`config.mk`:
```
export PLATFORM = sky130hd
export DESIGN_NAME = demo_frame_sequencer
export DESIGN_NICKNAME = d
export VERILOG_FILES = /design/src/rtl/demo_frame_sequencer.sv
export SDC_FILE = /design/constraint.sdc
export NUM_CORES = 1
export LEC_CHECK = 0
export ABC_AREA = 1
export CELL_PAD_IN_SITES_DETAIL_PLACEMENT = 0
export CELL_PAD_IN_SITES_GLOBAL_PLACEMENT = 1
export CORE_MARGIN = 1.5
export CORE_UTILIZATION = 38
export CTS_CLUSTER_DIAMETER = 50
export DETAILED_ROUTE_END_ITERATION = 12
export GPL_ROUTABILITY_DRIVEN = 1
export PLACE_DENSITY = 0.91
export SLEW_MARGIN = 0
export SYNTH_ARGS = -nofsm -noshare
export SYNTH_HDL_FRONTEND = slang
export SYNTH_SLANG_ARGS = --single-unit
export TNS_END_PERCENT = 20
```
`constraint.sdc`:
```
create_clock -name clk -period 5.8 [get_ports clk]
set_input_delay 0.87 -clock clk [delete_from_list [all_inputs] [get_ports clk]]
set_output_delay 0.87 -clock clk [all_outputs]
set_load 0.03 [all_outputs]
```
`src/rtl/demo_frame_sequencer.sv`:
```
// -----------------------------------------------------------------------------
// demo_frame_sequencer
//
// Purpose:
//   Frame and part sequencer placed between the sync timing generator and the
//   pixel effect renderer. It converts the raw vsync level into a single-cycle
//   frame tick in the clk domain. From that tick it maintains a free-running
//   frame counter, the current demo part, the position inside the part, a beat
//   tick and a fade level. Every output is registered and changes only at a
//   frame tick, so the renderer sees stable values for a whole frame.
//
// Parameters:
//   PART_FRAMES  frames per part (power of two, >= 32)
//   NUM_PARTS    number of parts (1..8)
//   BEAT_FRAMES  frames per beat (power of two, <= PART_FRAMES)
//
// Ports:
//   clk            pixel clock
//   rst_n          synchronous active-low reset
//   vsync          active-high vertical sync level
//   pause          freezes frame advance while high
//   step           rising edge requests one frame of advance while paused
//   part_sel_en    part override enable
//   part_sel       requested part for the override
//   frame_tick     one-cycle pulse per vsync rising edge
//   frame_counter  free-running 12-bit frame count
//   part           current part, 0..NUM_PARTS-1
//   frame_in_part  position within the current part
//   beat_tick      one-cycle pulse when an advance lands on a beat boundary
//   fade           brightness level, 3 = full, 0 = black
// -----------------------------------------------------------------------------
module demo_frame_sequencer #(
  parameter int PART_FRAMES = 512,
  parameter int NUM_PARTS   = 6,
  parameter int BEAT_FRAMES = 32,
  localparam int FW         = $clog2(PART_FRAMES)
) (
  input  logic          clk,
  input  logic          rst_n,
  input  logic          vsync,
  input  logic          pause,
  input  logic          step,
  input  logic          part_sel_en,
  input  logic [2:0]    part_sel,
  output logic          frame_tick,
  output logic [11:0]   frame_counter,
  output logic [2:0]    part,
  output logic [FW-1:0] frame_in_part,
  output logic          beat_tick,
  output logic [1:0]    fade
);

  localparam logic [FW-1:0] LAST_FIP  = FW'(PART_FRAMES - 1);
  localparam logic [2:0]    LAST_PART = 3'(NUM_PARTS - 1);
  localparam logic [11:0]   BEAT_MASK = 12'(BEAT_FRAMES - 1);

  // Fade ramps up over the first 12 frames of a part and down over the last
  // 12, in blocks of four frames; full brightness in between.
  function automatic logic [1:0] fade_level(input logic [FW-1:0] f);
    logic [1:0] lvl;
    if (f < FW'(4)) begin
      lvl = 2'd0;
    end else if (f < FW'(8)) begin
      lvl = 2'd1;
    end else if (f < FW'(12)) begin
      lvl = 2'd2;
    end else if (f >= FW'(PART_FRAMES - 4)) begin
      lvl = 2'd0;
    end else if (f >= FW'(PART_FRAMES - 8)) begin
      lvl = 2'd1;
    end else if (f >= FW'(PART_FRAMES - 12)) begin
      lvl = 2'd2;
    end else begin
      lvl = 2'd3;
    end
    return lvl;
  endfunction

  logic          r_vsync_q;
  logic          r_step_q;
  logic          r_step_pending;
  logic          r_frame_tick;
  logic          r_beat_tick;
  logic [11:0]   r_frame_counter;
  logic [2:0]    r_part;
  logic [FW-1:0] r_frame_in_part;
  logic [1:0]    r_fade;

  logic          w_rise;
  logic          w_step_edge;
  logic          w_advance;
  logic          w_override;
  logic [11:0]   w_fc_next;
  logic [2:0]    w_part_next;
  logic [FW-1:0] w_fip_next;

  assign w_rise      = vsync & ~r_vsync_q;
  assign w_step_edge = step & ~r_step_q;
  // A paused sequencer only advances when a step is already pending; a step
  // edge arriving on the same edge as the rise is recorded for the next rise.
  assign w_advance   = w_rise & (~pause | r_step_pending);
  assign w_override  = part_sel_en & (part_sel <= LAST_PART) & (part_sel != r_part);
  assign w_fc_next   = r_frame_counter + 12'd1;

  // Next part / position for an advancing frame; override beats natural wrap.
  always_comb begin
    w_part_next = r_part;
    w_fip_next  = r_frame_in_part;
    if (w_override) begin
      w_part_next = part_sel;
      w_fip_next  = '0;
    end else if (r_frame_in_part == LAST_FIP) begin
      w_fip_next = '0;
      if (r_part >= LAST_PART) begin
        w_part_next = 3'd0;
      end else begin
        w_part_next = r_part + 3'd1;
      end
    end else begin
      w_fip_next = r_frame_in_part + FW'(1);
    end
  end

  // Edge detectors, step bookkeeping and all frame state.
  always_ff @(posedge clk) begin
    if (!rst_n) begin
      // vsync_q/step_q reset high so a level already high at release is not an edge.
      r_vsync_q       <= 1'b1;
      r_step_q        <= 1'b1;
      r_step_pending  <= 1'b0;
      r_frame_tick    <= 1'b0;
      r_beat_tick     <= 1'b0;
      r_frame_counter <= 12'd0;
      r_part          <= 3'd0;
      r_frame_in_part <= '0;
      r_fade          <= 2'd0;
    end else begin
      r_vsync_q    <= vsync;
      r_step_q     <= step;
      r_frame_tick <= w_rise;
      r_beat_tick  <= 1'b0;

      if (!pause) begin
        r_step_pending <= 1'b0;
      end else if (w_advance) begin
        r_step_pending <= 1'b0;
      end else if (w_step_edge) begin
        r_step_pending <= 1'b1;
      end

      if (w_advance) begin
        r_frame_counter <= w_fc_next;
        r_part          <= w_part_next;
        r_frame_in_part <= w_fip_next;
        r_fade          <= fade_level(w_fip_next);
        r_beat_tick     <= ((w_fc_next & BEAT_MASK) == 12'd0);
      end
    end
  end

  assign frame_tick    = r_frame_tick;
  assign frame_counter = r_frame_counter;
  assign part          = r_part;
  assign frame_in_part = r_frame_in_part;
  assign beat_tick     = r_beat_tick;
  assign fade          = r_fade;

endmodule

```
==> results by group, run 1 <==
Floorplan
  • # rows: 23
  • Die Area: 4790 um^2
  • I/O pin cnt: 37
  • Die Wd: 69.2 um
  • Die extent in y: 69.2 um
  • Starting density of the core: 0.405
  • CORE AREA: 4120 um^2

Clock network
  • Post-CTS sizing: 0
  • Root buf cell: clkbuf_8
  • Post-CTS Repair Setup Buffers: 0
  • Num CTS Buffers: 5
  • Reg clk slew, reported paths: 0.06 ns
  • Worst skew pair latency: 0.29 ns
  • CTS Buffer Depth: 2
  • CTS Sinks: 31
  • Hold buffer count at CTS: 0
  • H-tree Lvls: 2
  • CTS tree: done

Worst hold path
  • Hold crit path type: reg2reg
  • Hold depth: 1
  • Hold Crit Start: r_vsync_q
  • WHS Endpoint: frame_tick

Synthesis
  • Syn_area_per_cell: 7.15 um^2
  • Post-Syn Nets: 248
  • Seq cells post-synth: 31
  • Post-synth top area share: 0.373
  • Register area share after synthesis: 0.373
  • Yosys top cell by area: dfxtp_1
  • Area of the mapped netlist: 1670 um^2
  • Synth unique cells: 32
  • Yosys warns: 0
  • Synth area leaders: dfxtp_1 37%, nand2_1 11%, inv_1 7.2%
  • Cells after Synth: 233

Timing
  • Final period util: 0.411
  • Slew @ Worst Pin: 0.486 ns
  • Slew HR: 0.673
  • Post-layout minimum cycle time: 2.38 ns
  • Max-slew violations: 0
  • Setup violators final: 0
  • RSZ-0062 raised after global routing: no
  • Post-Route Skew: 0.00409 ns
  • Highest clock rate: 420 MHz
  • Total negative setup slack: 0 ns
  • Hold Vio Cnt, Final: 0

Critical path
  • CP Capture Type: register
  • R2r endpoint: fade[0]
  • Reg-to-reg startpoint: frame_in_part[1]
  • CP Launch Type: input pin
  • Critical Path AT: 2.56 ns
  • Critical path class: in2reg
  • CP required: 5.98 ns
  • Reg2reg path depth: 15
  • Worst-path fanout max: 12
  • R2R Setup Slk: 3.44 ns

Detailed routing
  • Number of DRC markers in iteration 0: 80
  • Drt first pass iters: 4
  • Routed WL: 3.67 mm
  • DR vias/cell: 4.75
  • DRC violations left: 0
  • Wirelength per Cell: 11.2 um
  • Vias post-DR: 1548
  • ANT nets after route: 0

Global routing
  • Initial antenna violation count: 0
  • Vias in the first global route: 1471
  • Pin count of the biggest net entering global routing: 13
  • Global-route wire length before repair: 6.35 mm
  • Gr ovfl total: 0
  • Global Route Usage Sum: 0.162

Flow run
  • Max Cap Violations: 0

Power and ir drop
  • PD cells: 199 nW/um^2
  • Clock power share: 0.434
  • Combinational Power Share: 0.067
  • VDD IR max: 0.148 mV
  • Switching Power: 98.9 uW
  • Net Sw Frac: 0.228
  • Reg power frac: 0.499
  • Pint: 335 uW
  • Leakage: 0.000886 uW
  • Total Power: 434 uW

Placement
  • RePlAce Congestion: 0.890
  • Number of port buffers: 36
  • DP HPWL: 2.79 mm

Layout
  • Fill cells: 417
  • Ratio of cells with drive above 1 in the final layout: 0.105
  • Nets: 290
  • Area Growth Syn to Fin: 30.7%
  • Antenna Cells: 0

Run status
  • Status: finished clean
-- power groups by stage --
stage | combinational, uW | sequential [uW] | clock (uW)
after floorplan | 15.8 | 223 | 0
after global placement | 29.1 | 221 | 0
after detailed placement | 29.1 | 221 | 0
after CTS | 29.2 | 216 | 192
after global routing | 32.4 | 217 | 201
final | 29.1 | 216 | 188
-- worst max-delay path by stage --
stage                           startpoint  endpoint  slack, ns  cells after the start
final                          part_sel[1]   fade[0]       3.42                     11
after CTS                      part_sel[2]   fade[0]       3.43                     14
after global routing      frame_in_part[1]   fade[0]       3.18                     15
after detailed placement       part_sel[1]   fade[0]       3.13                     11
after floorplan           frame_in_part[1]   fade[0]       3.55                     15
after global placement         part_sel[2]   fade[0]       3.13                     14
-- cell type report --
class | instances | area, um^2 | area share
timing repair buffer | 36 | 360 | 0.166
sequential | 31 | 621 | 0.285
tap | 50 | 62.6 | 0.0287
multi-input combinational | 164 | 895 | 0.411
inverter | 37 | 139 | 0.0638
clock buffer | 8 | 100 | 0.0460
-- layer usage --
| metal | vias to the layer above | part of all wire | GRT usage |
|---|---|---|---|
| met5 | - | 0 | 0 |
| met4 | 0 | 0.020 | 0.0719 |
| met3 | 7 | 0.048 | 0.0436 |
| met2 | 28 | 0.43 | 0.246 |
| met1 | 670 | 0.51 | 0.216 |
| li1 | 843 | - | - |
-- metrics by stage --
step | hold slack, ns | instance area, um^2 | setup slack [ns] | cells | utilization
5_1_grt | 0.471 | 2180 | 3.18 | 326 | 0.529
3_3_place_gp | 0.413 | 2080 | 3.13 | 318 | 0.505
4_1_cts | 0.437 | 2180 | 3.43 | 326 | 0.529
2_1_floorplan | 0.399 | 1670 | 3.55 | 233 | -
3_5_place_dp | 0.426 | 2080 | 3.13 | 318 | 0.505
6_report | 0.430 | 2180 | 3.42 | 326 | 0.529
-- synth_stat cells --
master,number
a21boi_0,1
a21boi_1,1
a21oi_1,10
a22o_1,3
and3_1,1
buf_6,1
dfxtp_1,31
ha_1,6
inv_1,32
inv_2,5
nand2_1,49
nand2_2,4
nand2_4,1
nand3_1,16
nand3_2,3
nand4_1,3
nor2_1,22
nor2_2,2
nor2_4,3
nor3_1,7
nor3_2,1
nor3b_1,2
o211ai_2,1
o21ai_0,11
o21ai_1,5
o21ai_2,1
o21bai_1,1
o22ai_1,4
o32ai_1,2
or2_2,1
xnor2_1,2
xor2_1,1
-- flip-flops by register name, indices dropped and copies added, names as in the netlist --
signal and count:
r_vsync_q 1, frame_in_part 9, frame_tick 1, r_step_pending 1
beat_tick 1, part 3, r_step_q 1, frame_counter 12
fade 2
-- cells in the final DEF, fill, tap and decap left out, types with 2 or more instances in the layout --
master / count
nand2_1: 49
nor2_1: 22
a21oi_1: 10
inv_1: 32
a22o_1: 3
dfxtp_1: 31
nand4_1: 3
o21ai_0: 11
inv_2: 5
nor2_2: 2
nor3b_1: 2
xnor2_1: 2
clkbuf_8: 7
o21ai_1: 5
nand3_2: 3
o32ai_1: 2
nor2_4: 3
ha_1: 6
nor3_1: 7
o22ai_1: 4
clkdlybuf4s50_1: 36
nand3_1: 16
nand2_2: 4
-- critical path: stages --
cell             delay (ns)
clkdlybuf4s50_1        0.47
a21boi_1               0.26
nand2_2                0.22
inv_2                  0.15
nor2_1                 0.06
nor2_1                 0.12
nand4_1                0.12
nand2_1                0.10
nand2_1                0.05
nand2_1                0.08
nand2_1                0.05
-- kinds of logic (layout without fill, tap and decap cells) --
kind of cell | Yosys count | in the layout | share of synthesized area
AOI/OAI and AO/OA | 40 | 40 | 0.146
and+or+nand+nor | 115 | 115 | 0.331
DFF | 31 | 31 | 0.373
buffers and inverters | 38 | 81 | 0.0902
xor gates and xnor gates | 3 | 3 | 0.0158
adders and majority gates | 6 | 6 | 0.0451
Power figures use the tool's default switching activity.
==> inputs of run 2 (changes only) <==
--- a/config.mk
+++ b/config.mk
@@ -9,11 +9,11 @@
 export CELL_PAD_IN_SITES_DETAIL_PLACEMENT = 0
 export CELL_PAD_IN_SITES_GLOBAL_PLACEMENT = 1
 export CORE_MARGIN = 1.5
-export CORE_UTILIZATION = 38
+export CORE_UTILIZATION = 32
 export CTS_CLUSTER_DIAMETER = 50
 export DETAILED_ROUTE_END_ITERATION = 12
 export GPL_ROUTABILITY_DRIVEN = 1
-export PLACE_DENSITY = 0.91
+export PLACE_DENSITY = 0.82
 export SLEW_MARGIN = 0
 export SYNTH_ARGS = -nofsm -noshare
 export SYNTH_HDL_FRONTEND = slang
==> constraint.sdc (replaced) <==
create_clock -name clk -period 2.19 [get_ports clk]
set_input_delay 0.3285 -clock clk [delete_from_list [all_inputs] [get_ports clk]]
set_output_delay 0.3285 -clock clk [all_outputs]
set_load 0.03 [all_outputs]
==> results by group, run 2 (same netlist as run 1, synthesis figures left out) <==
Run status
  • Status: finished clean

Floorplan
  • Die Area: 5650 um^2 (+18%)
  • Die Wd: 75.1 um (+8.6%)
  • # rows: 26 (+13%)
  • CORE AREA: 5070 um^2 (+23%)
  • Die extent in y: 75.1 um (+8.6%)
  • I/O pin cnt: 37 (unchanged)
  • Starting density of the core: 0.328 (-0.0765)

Critical path
  • CP max stage delay: 0.32 ns (-0.15 ns)
  • Critical Path AT: 2.13 ns (-0.43 ns)
  • CP required: 2.37 ns (-3.61 ns)
  • Cells along the critical path: ha_1 -> nand2_2 -> nor2_4 -> nand3_2 -> nor2_2 -> ha_2 -> nor3_1 -> buf_4 -> nand3_1 -> nor2_1 -> nand3_1 -> nand3_1 -> nand2_1 -> nand2_1 -> nand2_1
  • Critical path class: reg2reg
  • CP Capture Type: register
  • CP Launch Type: register
  • CP max stage cell: dfxtp_2
  • Reg2reg path depth: 15 (unchanged)
  • Worst-path fanout max: 5 (-7)

Timing
  • Max-slew violations: 0 (unchanged)
  • Post-layout minimum cycle time: 1.95 ns
  • Final period util: 0.890
  • Highest clock rate: 513 MHz
  • Post-Route Skew: 0.00277 ns (-0.00132 ns)
  • Slew @ Worst Pin: 0.312 ns (-0.174 ns)
  • RSZ-0062 raised after global routing: no
  • Setup violators final: 0 (unchanged)
  • Slew HR: 0.791 (+0.118)
  • Hold Vio Cnt, Final: 0 (unchanged)
  • Total negative setup slack: 0 ns (unchanged)

Clock network
  • CTS tree: done
  • Hold buffer count at CTS: 0 (unchanged)
  • Root buf cell: clkbuf_8
  • Num CTS Buffers: 5 (unchanged)
  • CTS Buffer Depth: 2 (unchanged)
  • Reg clk slew, reported paths: 0.06 ns (about the same)
  • CTS Sinks: 31 (unchanged)
  • Worst skew pair latency: 0.28 ns (about the same)
  • H-tree Lvls: 2 (unchanged)

Worst hold path
  • Hold depth: 1 (unchanged)
  • Hold crit path type: reg2reg

Detailed routing
  • DRC violations left: 0 (unchanged)
  • Routed WL: 4.07 mm (+11%)
  • ANT nets after route: 0 (unchanged)
  • Vias post-DR: 1641 (+6.0%)
  • Drt first pass iters: 4 (unchanged)
  • Wirelength per Cell: 11.3 um (+0.74%)
  • Number of DRC markers in iteration 0: 79 (-1.3%)
  • DR vias/cell: 4.57 (-3.7%)

Layout
  • Antenna Cells: 0 (unchanged)
  • Max FFs per register: 12 (unchanged)
  • Most frequent cells in the layout: 49 x nand2_1, 36 x clkdlybuf4s50_1, 32 x inv_1
  • Fill cells: 558 (+34%)
  • Area Growth Syn to Fin: 37.7%
  • Nets: 303 (+4.5%)
  • Most common cell after layout, fill and taps aside: nand2_1
  • Ratio of cells with drive above 1 in the final layout: 0.159 (+0.0541)

Power and ir drop
  • Leakage: 0.000942 uW (+6.3%)
  • VDD IR max: 0.296 mV (+100%)
  • PD cells: 472 nW/um^2 (+140%)
  • Total Power: 1080 uW (+150%)

Placement
  • DP HPWL: 3.14 mm (+12%)
  • Number of port buffers: 36 (unchanged)
  • RePlAce Congestion: 0.837 (-5.9%)

Global routing
  • Global Route Usage Sum: 0.152 (-0.0108)
  • Global-route wire length before repair: 6.42 mm (+1.1%)
  • Gr ovfl total: 0 (unchanged)
  • Pin count of the biggest net entering global routing: 13 (unchanged)
  • Initial antenna violation count: 0 (unchanged)
  • Vias in the first global route: 1480 (+0.61%)

Flow run
  • Max Cap Violations: 0 (unchanged)
[run 2: timing repair]
action | CTS | global route
resized for setup | 0 | 3
setup buffers | 0 | 0
setup endpoints to repair | 0 | 1
[run 2: path summary, 6_finish.rpt]
check | slack, ns | to | start
worst max-delay path | 0.24 | fade[0] | frame_in_part[0]
worst min-delay path | 0.42 | frame_tick | r_vsync_q
worst max register to register | 0.24 | fade[0] | frame_in_part[0]
worst min register to register | 0.42 | frame_tick | r_vsync_q
[run 2: where the power goes]
part           internal, uW  switching, uW
combinational          35.1           48.6
sequential              569           3.93
clock                   223            204
total                   827            257
[run 2: cell type report]
| type | count | area [um^2] | area share |
|---|---|---|---|
| sequential | 31 | 623 | 0.272 |
| tap | 70 | 87.6 | 0.0382 |
| timing repair buffer | 49 | 458 | 0.200 |
| clock buffer | 7 | 76.3 | 0.0333 |
| inverter | 37 | 139 | 0.0606 |
| clock inverter | 1 | 5.00 | 0.00218 |
| multi-input combinational | 164 | 905 | 0.394 |
[run 2: metal layers]
layer / part of all wire / track usage / up-vias
met2: 0.47 / 0.247 / 38
met3: 0.048 / 0.0361 / 2
li1: - / - / 870
met1: 0.48 / 0.194 / 731
met4: 0.0064 / 0.0595 / 0
met5: 0 / 0 / -
[run 2: critical path: cells and delay by family, from the launching register on]
kind | cells | cell delay (ns)
buffers and inverters | 1 | 0.16
DFF | 1 | 0.32
and+or+nand+nor | 12 | 0.96
adders and majority gates | 2 | 0.41
[run 2: stage by stage]
step / worst slack, ns / instance area [um^2] / hold slack [ns] / util / instances
final: 0.241 / 2290 / 0.421 / 0.452 / 359
after CTS: 0.157 / 2280 / 0.427 / 0.450 / 359
after global placement: 0.0921 / 2200 / 0.412 / 0.434 / 351
after detailed placement: 0.0829 / 2200 / 0.419 / 0.434 / 351
after global routing: 0.0382 / 2290 / 0.442 / 0.452 / 359
after floorplan: 0.0899 / 1670 / 0.397 / - / 233
